===== config.mk =====
export PLATFORM = sky130hd
export DESIGN_NAME = inst_sequencer
export DESIGN_NICKNAME = d
export VERILOG_FILES = /design/src/rtl/inst_sequencer_pkg.sv /design/src/rtl/inst_buffer.sv /design/src/rtl/inst_sequencer.sv
export SDC_FILE = /design/constraint.sdc
export NUM_CORES = 1
export LEC_CHECK = 0
export ABC_CLOCK_PERIOD_IN_PS = 7100
export CAP_MARGIN = 20
export CORE_MARGIN = 3
export CORE_UTILIZATION = 55
export CTS_BUF_LIST = sky130_fd_sc_hd__clkbuf_8
export DETAILED_ROUTE_END_ITERATION = 7
export GPL_TIMING_DRIVEN = 0
export PLACE_DENSITY = 0.77
export SLEW_MARGIN = 20
export SYNTH_ARGS = -nofsm -noshare
export SYNTH_HDL_FRONTEND = slang
export SYNTH_HIERARCHICAL = 1
export SYNTH_SLANG_ARGS = --single-unit

===== constraint.sdc =====
create_clock -name clk -period 7.1 [get_ports clk]
set_input_delay 1.42 -clock clk [delete_from_list [all_inputs] [get_ports clk]]
set_output_delay 1.42 -clock clk [all_outputs]
set_load 0.005 [all_outputs]

===== src/rtl/inst_sequencer_pkg.sv =====
// Shared instruction-format constants for the instruction sequencer.
package inst_sequencer_pkg;

    localparam int INST_WIDTH = 64;
    localparam int OPC_LSB    = 24;
    localparam int OPC_MSB    = 26;
    localparam int OPC_WIDTH  = OPC_MSB - OPC_LSB + 1;
    localparam int WB_SEL_BIT = 63;

    // Any non-zero opcode produces a result; opcode 0 is a load.
    function automatic logic is_compute(input logic [OPC_WIDTH-1:0] opc);
        return opc != '0;
    endfunction

endpackage


===== src/rtl/inst_buffer.sv =====
// Program buffer: one write port, one registered read port.
// The storage array has no reset so it maps onto distributed RAM; only the
// read register is reset so the instruction output starts at zero.
module inst_buffer
    import inst_sequencer_pkg::*;
#(
    parameter int DEPTH = 16
) (
    input  logic                         clk,
    input  logic                         rst_n,
    input  logic                         we_i,
    input  logic [$clog2(DEPTH)-1:0]     waddr_i,
    input  logic [INST_WIDTH-1:0]        wdata_i,
    input  logic                         re_i,
    input  logic [$clog2(DEPTH)-1:0]     raddr_i,
    output logic [INST_WIDTH-1:0]        rdata_o
);

    logic [INST_WIDTH-1:0] mem_q [DEPTH];
    logic [INST_WIDTH-1:0] rdata_q;

    // Storage write, no reset so contents survive a sequencer reset.
    always_ff @(posedge clk) begin
        if (we_i) begin
            mem_q[waddr_i] <= wdata_i;
        end
    end

    // Read register advances only on an issue, so the word is held while stalled.
    always_ff @(posedge clk or negedge rst_n) begin
        if (!rst_n) begin
            rdata_q <= '0;
        end else if (re_i) begin
            rdata_q <= mem_q[raddr_i];
        end
    end

    assign rdata_o = rdata_q;

endmodule


===== src/rtl/inst_sequencer.sv =====
// Instruction sequencer: replays a stored program loop_cnt times toward the
// PE control decoder and tracks outstanding results until they all return.
module inst_sequencer
    import inst_sequencer_pkg::*;
#(
    parameter int DEPTH      = 16,
    parameter int PEND_WIDTH = 10
) (
    input  logic                         clk,
    input  logic                         rst_n,
    input  logic                         wr_en,
    input  logic [$clog2(DEPTH)-1:0]     wr_addr,
    input  logic [INST_WIDTH-1:0]        wr_data,
    input  logic                         start,
    input  logic [$clog2(DEPTH):0]       prog_len,
    input  logic [7:0]                   loop_cnt,
    input  logic                         stall,
    input  logic                         result_v,
    output logic                         inst_v,
    output logic [INST_WIDTH-1:0]        inst,
    output logic                         busy,
    output logic                         done,
    output logic                         err
);

    localparam int AW = $clog2(DEPTH);
    localparam int LW = AW + 1;
    localparam logic [PEND_WIDTH-1:0] PEND_MAX = '1;

    typedef enum logic [1:0] {
        S_IDLE  = 2'd0,
        S_ISSUE = 2'd1,
        S_DRAIN = 2'd2,
        S_DONE  = 2'd3
    } state_e;

    state_e                state_q, state_d;
    logic [AW-1:0]         pc_q, pc_d;
    logic [AW-1:0]         last_q, last_d;
    logic [7:0]            pass_q, pass_d;
    logic [PEND_WIDTH-1:0] pend_q, pend_d;
    logic                  err_q, err_d;
    logic                  inst_v_q;
    logic                  issue;
    logic                  len_ok;
    logic                  cmp_iss;

    assign len_ok  = (prog_len != '0) && (prog_len <= LW'(DEPTH));
    // A compute instruction counts as issued when it appears on the output.
    assign cmp_iss = inst_v_q && is_compute(inst[OPC_MSB:OPC_LSB]);

    inst_buffer #(
        .DEPTH(DEPTH)
    ) u_buf (
        .clk     (clk),
        .rst_n   (rst_n),
        .we_i    (wr_en && (state_q == S_IDLE)),
        .waddr_i (wr_addr),
        .wdata_i (wr_data),
        .re_i    (issue),
        .raddr_i (pc_q),
        .rdata_o (inst)
    );

    // Next-state, program counter, pass counter and outstanding-result logic.
    always_comb begin
        state_d = state_q;
        pc_d    = pc_q;
        last_d  = last_q;
        pass_d  = pass_q;
        pend_d  = pend_q;
        err_d   = err_q;
        issue   = 1'b0;

        if (cmp_iss && !result_v) begin
            if (pend_q != PEND_MAX) begin
                pend_d = pend_q + PEND_WIDTH'(1);
            end
        end else if (!cmp_iss && result_v) begin
            if (pend_q == '0) begin
                err_d = 1'b1;
            end else begin
                pend_d = pend_q - PEND_WIDTH'(1);
            end
        end

        case (state_q)
            S_IDLE: begin
                if (start && len_ok) begin
                    state_d = S_ISSUE;
                    pc_d    = '0;
                    last_d  = AW'(prog_len - LW'(1));
                    pass_d  = (loop_cnt == 8'd0) ? 8'd1 : loop_cnt;
                    pend_d  = '0;
                    err_d   = 1'b0;
                end
            end
            S_ISSUE: begin
                if (!stall) begin
                    issue = 1'b1;
                    if (pc_q == last_q) begin
                        pc_d   = '0;
                        pass_d = pass_q - 8'd1;
                        if (pass_q == 8'd1) begin
                            state_d = S_DRAIN;
                        end
                    end else begin
                        pc_d = pc_q + AW'(1);
                    end
                end
            end
            S_DRAIN: begin
                // The last issued word is still on the output until inst_v drops.
                if ((pend_q == '0) && !inst_v_q) begin
                    state_d = S_DONE;
                end
            end
            S_DONE: begin
                state_d = S_IDLE;
            end
            default: begin
                state_d = S_IDLE;
            end
        endcase
    end

    // Control state registers.
    always_ff @(posedge clk or negedge rst_n) begin
        if (!rst_n) begin
            state_q  <= S_IDLE;
            pc_q     <= '0;
            last_q   <= '0;
            pass_q   <= '0;
            pend_q   <= '0;
            err_q    <= 1'b0;
            inst_v_q <= 1'b0;
        end else begin
            state_q  <= state_d;
            pc_q     <= pc_d;
            last_q   <= last_d;
            pass_q   <= pass_d;
            pend_q   <= pend_d;
            err_q    <= err_d;
            inst_v_q <= issue;
        end
    end

    assign inst_v = inst_v_q;
    assign busy   = (state_q != S_IDLE);
    assign done   = (state_q == S_DONE);
    assign err    = err_q;

endmodule


Yosys cells after proc, flatten, opt, wreduce, memory -nomap -nowiden
Memory sizes are Yosys's and may differ from the RTL's. A register that Yosys moved wholly into a read port is not among the register bits. Index checks and enable logic that the tools add are counted.

$add $sub $neg: 5. Multiply operators: 0. Divide/modulo/power cells: 0. $lt $le $gt $ge: 1. Eq/ne operators: 11. Shifts and indexed selects: 0. Muxes and demuxes: 30. Bitwise operators: 0. Reductions and logical operators: 22.

Operators by type and width (count): 2-to-1 mux 10 bit (6); 2-to-1 mux 8 bit (4); case mux 8 bit (2 select lines) (1); 2-to-1 mux 4 bit (3); adder 10 x 1 -> 10 bit, second input constant (1); logical NOT 10 bit (1); 2-to-1 mux 2 bit (5); inequality test 10 bit, second input constant (1); subtractor 10 x 1 -> 10 bit, second input constant (1); 2-to-1 mux 1 bit (9); == test 8 x 1 -> 1 bit, second input constant (1); logical NOT 8 bit (1); inequality test 2 bit, second input constant (4); case mux 2 bit (4 select lines) (1); case mux 4 bit (2 select lines) (1); subtractor 8 x 1 -> 8 bit, second input constant (1); logical AND 1 bit (7); <= comparator 5 bit, second input constant (1); AND reduction 5 bit (1); nonzero test 5 bit (1); adder 4 x 1 -> 4 bit, second input constant (1); == test 2 bit, second input constant (2); == test 4 bit (1); logical NOT 1 bit (4); other kinds (9) (10).

Register bits after elaboration: 30. Bits in latches: 0. RAM bits: 1024. ROM bits: 0. Logic and storage cells: 77. Memories kept: 1.

Memory list: u_buf.mem_q (words 16, width 64, read ports 1, clocked after Yosys merged registers in 1, wr ports 1, RTL line inst_buffer.sv:19) `logic [INST_WIDTH-1:0] mem_q [DEPTH];`.

Logic depth before layout (Yosys ltp)
Gate-level depths: netlist of run 1.

Depth after elaboration: 8. Gate-level depth with buffers: 10. Gate-level depth less buffers: 7.

Modules after synthesis
Netlist of run 1, hierarchy kept.

Modules (own cells, without submodules): inst_buffer (instances 1, cells each 1726, area each 41074.4 sq um); inst_sequencer (instances 1, cells each 237, area each 2088.3 sq um).

Worst setup path before layout of run 1
No wires, ideal clock.

Path type: input to register. Start point: input port wr_en. End point: memory u_buf.mem_q[0][0], enable pin. Library setup time: 0.565 ns. Data arrival time: 6.427 ns. Data required time: 6.535 ns. Slack: 0.107 ns. Stages: 3. Cells stage by stage: and2_1 or3b_2 nor3_1.

Word-level cells in the longest chain between the ends: 3.

RTL lines: start: declaration (RTL line inst_sequencer.sv:11) `input logic wr_en,`; logical AND 1 bit (RTL line inst_sequencer.sv:57) `.we_i (wr_en && (state_q == S_IDLE)),`; 2-to-1 mux 1 bit (RTL line inst_buffer.sv:24) `if (we_i) begin`; 2-to-1 mux 1 bit (not written as such) (RTL line inst_buffer.sv:25) `mem_q[waddr_i] <= wdata_i;`; end: declaration (RTL line inst_buffer.sv:19).

Every way passes these cells.

Final worst setup path of run 1
Start point: register state_q[1]. End point: register u_buf.rdata_q[48] (netlist: u_buf/rdata_o[48]), read port of u_buf.mem_q.

Word-level cells in the longest chain between the ends: 2.

RTL lines: start: declaration (RTL line inst_sequencer.sv:37) `state_e state_q, state_d;`; start signal: assignment (RTL line inst_sequencer.sv:138) `state_q <= state_d;`; == test 2 x 1 -> 1 bit (RTL line inst_sequencer.sv:87) `case (state_q)`; 2-to-1 mux 1 bit (RTL line inst_sequencer.sv:87); named net issue (RTL line inst_sequencer.sv:44) `logic issue;`; end: declaration (RTL line inst_buffer.sv:20) `logic [INST_WIDTH-1:0] rdata_q;`.

The timed path passes the listed nets, and every way through them passes these cells. A chain may end at the register's enable or synchronous reset.

==> metrics, run 1 <==
status complete, no violations; Post-Syn Area per Cell 22.0 sq um; Placer Congestion 0.847; unrepaired setup endpoints after global routing no; internal power about 12000 uW; clock tree buffer depth 3; clock latency on the worst-skew pair 830 ps; post-synth cell types between 60 and 70; Yosys reg bits 1118; layout cells sized above 1 27.7%; Post-synth top flop edfxtp_1; Crit Path Max Fanout 10; via total after detailed routing between 20000 and 25000; initial DRC count 2451; fin. max-slew vios 0; root buffer cell clkbuf_8; Ys Warns 6; Clock Power Share 32.6%; final hold vios 0; Net Sw Frac 26.7%; arrival time at the worst endpoint 4670 ps; DP HPWL 66700 um; Core Footprint 77600 sq um; WL final 105000 um; Routed wire per std cell 29.4 um; Sw Pwr 4210 uW; Mapped Nets 2060; Slew @ Worst Pin 1110 ps; H-Tree Depth 4; Via-to-Cell Ratio ~6.4; antenna violations before repair 7; DRC Markers 0; leak pwr 0.0164 uW; final setup fails 0; R2R Path Start state_q[1]; minimum clock period a little over 4000 ps; Setup crit start state_q[1]; global route total overflow 0; hold-fix buffers at CTS 0; placed insts between 3000 and 4000; FF-to-FF setup slack a little over 3000 ps; Seq pwr share 49.7%; Worst Hold Class reg -> reg; largest net degree at the start of global routing 59; top-level I/O count 155; die height 286 um; hold_sp last_q[2]; Num CTS Buffers 168; Detail Route Antenna Nets 0; Comb power frac about 18%; Syn-to-layout area delta 18.0%; EDFF count, synth 1024; Achievable Freq 248 MHz; Crit. End Element flip-flop; CTS tree yes; Seq/Total Area, Yosys 76.7%; relative slew slack 25.9%; clk_skew 49.0 ps; Pwr Density around 310 nW/um^2; Sink Count between 1000 and 1500; Die Width 286 um; Post-CTS Setup Bufs 0; max-cap violations 0; Layout Nets 2470; CP startpoint kind flip-flop; vias in the first global route 23600; wire length of the first global-routing pass 156000 um; Max IR drop VDD 0.218 mV; die area 81900 sq um; I/O Buffers between 150 and 200; Initial Util 55.6%; Pwr Total 15800 uW; post-CTS sizing 0; DR pass1 iterations 7; final std cells w/o fill 3563; mapped cell area 43200 sq um; FFs w/ async S/R, synth between 8 and 9%; CP Class reg -> reg; gr usage total 26.2%; WP data required 7730 ps; Rows roughly 100; crit share post-route roughly 57%; setup ws final 3070 ps; CTS clock-pin slew for the worst setup and hold paths 60 ps; dpl ws between 2000 and 3000 ps; Cells after Synth 1963
per-layer routing:
metal	share of wire, %	GRT usage [%]	vias to the layer above
li1	-	-	9182
met1	37	35.1	11900
met2	50	42.9	1375
met3	9.7	5.90	219
met4	3.0	9.35	4
met5	0.022	0	-
metrics by stage:
step | hold slack (ps) | util [%] | cell area, sq um | TNS, ps
detailed placement | 507 | 61.3 | 47600 | 0
global route | 545 | 65.6 | 50900 | 0
CTS | 509 | 65.6 | 50900 | 0
floorplan | 470 | - | 43200 | 0
global placement | 478 | 59.3 | 46000 | -2528740
finish | 519 | 65.6 | 50900 | 0
final timing paths:
kind,cells after the start,end
min in group asynchronous,1,u_buf/rdata_o[16]
max reg2reg,10,u_buf/rdata_o[48]
max in group asynchronous,2,u_buf/rdata_o[36]
min reg2reg,2,last_q[2]
max,10,u_buf/rdata_o[48]
min,2,last_q[2]
cell families after synthesis:
| logic type | after synthesis | synth area share (%) |
|---|---|---|
| AOI/OAI and AO/OA | 186 | 3.62 |
| xor gates and xnor gates | 14 | 0.284 |
| adders and majority gates | 10 | 0.290 |
| buffers and inverters | 127 | 2.12 |
| DFF | 1118 | 76.7 |
| muxes | 324 | 15.0 |
| and+or+nand+nor | 184 | 2.03 |
power groups by stage:
stage	logic, uW	registers (uW)	clock network, uW
floorplan	1630	7870	0
global placement	2610	7970	0
detailed placement	2760	7960	0
CTS	2800	7830	5210
global route	2980	7860	5510
finish	2790	7830	5140
registers in the layout, summed over array words and instances, names as in the netlist:
register,count
u_buf/mem_q,1024
u_buf/rdata_o,64
pend_q,10
pass_q,8
last_q,4
pc_q,4
state_q,2
err,1
inst_v,1
layout by cell type (no fill, tap or decap), drive strengths merged, types with 17 or more instances in the layout:
cell	count
nor2	96
buf	166
clkinv	47
inv	83
edfxtp	1024
clkdlybuf4s50	152
nor3	17
clkbuf	218
a221oi	65
mux2i	66
mux4	256
dfrtp	94
o22ai	68
synthesized netlist by cell type, drive strengths merged (2+ instances only):
| cell | n | area share, % |
|---|---|---|
| nor4 | 5 | 0.072 |
| mux4 | 256 | 13 |
| nor3 | 17 | 0.23 |
| a21o | 2 | 0.035 |
| o31ai | 2 | 0.046 |
| o211ai | 3 | 0.052 |
| nand4 | 8 | 0.12 |
| clkbuf | 36 | 0.38 |
| a22oi | 2 | 0.035 |
| and4 | 3 | 0.061 |
| a311oi | 2 | 0.055 |
| nor2 | 96 | 0.83 |
| nor2b | 4 | 0.058 |
| mux2i | 66 | 1.5 |
| buf | 78 | 1.6 |
| edfxtp | 1024 | 71 |
| dfrtp | 94 | 5.4 |
| xor2 | 5 | 0.10 |
| a22o | 4 | 0.081 |
| and2 | 3 | 0.043 |
| ha | 10 | 0.29 |
| o31a | 2 | 0.041 |
| nor3b | 3 | 0.075 |
| nand2b | 4 | 0.058 |
| o22ai | 68 | 0.99 |
| a221oi | 65 | 1.7 |
| mux2 | 2 | 0.052 |
| and3 | 4 | 0.058 |
| o21ai | 9 | 0.10 |
| nand3b | 2 | 0.035 |
| nand2 | 15 | 0.13 |
| a21oi | 12 | 0.14 |
| a31oi | 3 | 0.043 |
| inv | 13 | 0.11 |
| nand3 | 16 | 0.19 |
| xnor2 | 9 | 0.18 |
worst max-delay path: stages, from the launching register on:
cell      delay [ps]
dfrtp_1          410
inv_1            100
ha_1             230
clkbuf_1         370
inv_1            110
clkbuf_1         230
nor2_1           420
and2_1           200
buf_1            750
clkbuf_1         780
a221oi_1         230
final cells by class:
cell class | count | area, sq um
Sequential cell | 1118 | 33100
Fill cell | 4879 | 26700
Multi-Input combinational cell | 718 | 9250
Timing Repair Buffer | 240 | 3020
Clock buffer | 182 | 2500
Tap cell | 1040 | 1300
Buffer | 114 | 868
Clock inverter | 133 | 815
Inverter | 13 | 48.8
Antenna cell | 5 | 12.5
Power figures use the tool's default switching activity.
==> run 2: changes to the inputs <==
- ABC_CLOCK_PERIOD_IN_PS: 7100 -> 4000
- clock period: 7.1 -> 4 ns (I/O delays scaled with it)
==> metrics, run 2 (synthesized netlist as in run 1, its figures left out) <==
status complete, no violations; gr usage total 25.4%; Via-to-Cell Ratio 6.26; die height 286 um; DR pass1 iterations 5; hold_sp err; arrival time at the worst endpoint 4160 ps; clock tree buffer depth 3; top-level I/O count 155; Worst Hold Class reg -> reg; wire length of the first global-routing pass 151000 um; CP startpoint kind flip-flop; Sink Count ~1100; Post-CTS Setup Bufs 0; Hold Slack ~500 ps; largest net degree at the start of global routing 59; R2R Path Start state_q[0]; final core utilization approximately 66%; R2R depth 9; Worst Hold Path Cells 2; Crit. End Element flip-flop; cell area after layout approximately 50000 sq um; WP data required ~4500 ps; Slew @ Worst Pin 940 ps; Routed wire per std cell 28.8 um; Die Width 286 um; vias in the first global route 23300; placed insts approximately 3200; Num CTS Buffers roughly 170; final setup fails 0; Reg with most FFs u_buf/mem_q; max reg flops 1024; WL final 102000 um; crit share post-route 91.4%; Rows 102; FF-to-FF End u_buf/mem_q[0][44]; most used cell, CP buf_8; Achievable Freq 274 MHz; WHS Endpoint err; DP HPWL about 64000 um; Detail Route Antenna Nets 0; CP Cell Sequence inv_1, ha_1, clkbuf_1, and2_1, or3b_2, nor3_4, buf_8, buf_8, buf_6; CTS clock-pin slew for the worst setup and hold paths 60 ps; CTS tree yes; Core Footprint 77600 sq um; CP Class reg -> reg; # fillers between 4000 and 5000; die area 81900 sq um; relative slew slack a little under two fifths; antenna violations before repair 9; Initial Util between 50% and 60%; global route total overflow 0; Layout Nets 2449; placed inst area 47500 sq um; unrepaired setup endpoints after global routing no; initial DRC count 2407; clock latency on the worst-skew pair 800 ps; layout cells sized above 1 27.7%; DRC Markers 0; Syn-to-layout area delta 17.8%; via total after detailed routing 22200; max-cap violations 0; Crit Path Max Fanout 11; H-Tree Depth 4; minimum clock period 3650 ps; most common cell after layout, fill and taps aside edfxtp_1; I/O Buffers approximately 150; Max IR drop VDD 0.322 mV; most frequent cells in the layout edfxtp_1, mux4_2, clkbuf_8; setup TNS 0 ps; Pwr Density 548 nW/um^2; root buffer cell clkbuf_8; max incr delay on CP around 760 ps; clk_skew 37.4 ps; Placer Congestion 0.833; leak pwr 0.0163 uW; final hold vios 0; FF-to-FF setup slack 350 ps; final std cells w/o fill approximately 3500; fin. max-slew vios 0; CP max-delay cell nor3_4
## run 2: cell count changes in the layout (fill, tap and decap cells not counted), sizes merged
cell	delta
clkinv	+20
inv	-18
dlygate4sd3	+1
buf	-22
clkinvlp	-1
diode	+3
clkbuf	-3
clkdlybuf4s15	+1
## run 2: where the power goes
group          leakage (uW)  switching [uW]  internal, uW
clock network       0.00187            4340          4720
registers            0.0103             491         13400
logic               0.00409            2580          2330
total                0.0163            7410         20500
## run 2: how the worst max path moves through the flow
stage,startpoint,to,slack (ps),cells after the start
final,state_q[0],u_buf/mem_q[0][44],350,9
after global routing,state_q[1],u_buf/rdata_o[1],20,9
after detailed placement,state_q[1],u_buf/rdata_o[48],170,10
after global placement,wr_en,u_buf/mem_q[1][46],-4400,4
after CTS,state_q[1],u_buf/rdata_o[50],140,10
after floorplan,state_q[0],u_buf/mem_q[1][0],-800,6
## run 2: critical path: cells and delay by family, from the launching register on
| kind | cells | cell delay (ps) |
|---|---|---|
| buffers and inverters | 5 | 1030 |
| adders and majority gates | 1 | 180 |
| and+or+nand+nor | 3 | 1710 |
| DFF | 1 | 420 |
## run 2: layer usage
layer	track usage, %	vias to the layer above	share of wire, %
met5	0	-	0.026
met4	8.65	4	2.6
met3	5.73	192	9.7
met2	41.3	1289	50
met1	34.6	11600	38
li1	-	9128	-
## run 2: cell type report
class                      instances  area (sq um)  area share (%)
tap                             1040          1300            2.56
clock buffer                     180          2480            4.87
multi-input combinational        718          9280            18.2
buffer                           113           880            1.73
inverter                          13          48.8          0.0960
antenna                            8          20.0          0.0394
sequential                      1118         33100            65.1
clock inverter                   134           837            1.65
timing repair buffer             220          2910            5.72
## run 2: metrics by stage
step / power [uW] / setup slack (ps)
after floorplan: 16900 / -800
after global placement: 18800 / -4400
after detailed placement: 19000 / 174
after CTS: 28000 / 142
after global routing: 29000 / 24.9
final: 27900 / 345
## run 2: what timing repair did
item | 4_1_cts | 5_1_grt
resized for setup | 0 | 20
hold endpoints to repair | 36 | 0
endpoints found under the setup margin | 0 | 62
hold buffers | 1 | 0
==> run 3: changes to the inputs <==
- ABC_CLOCK_PERIOD_IN_PS: 4000 -> unset
==> results of run 3 <==
Same layout as run 2: the final DEF is identical, and so are final timing and power.
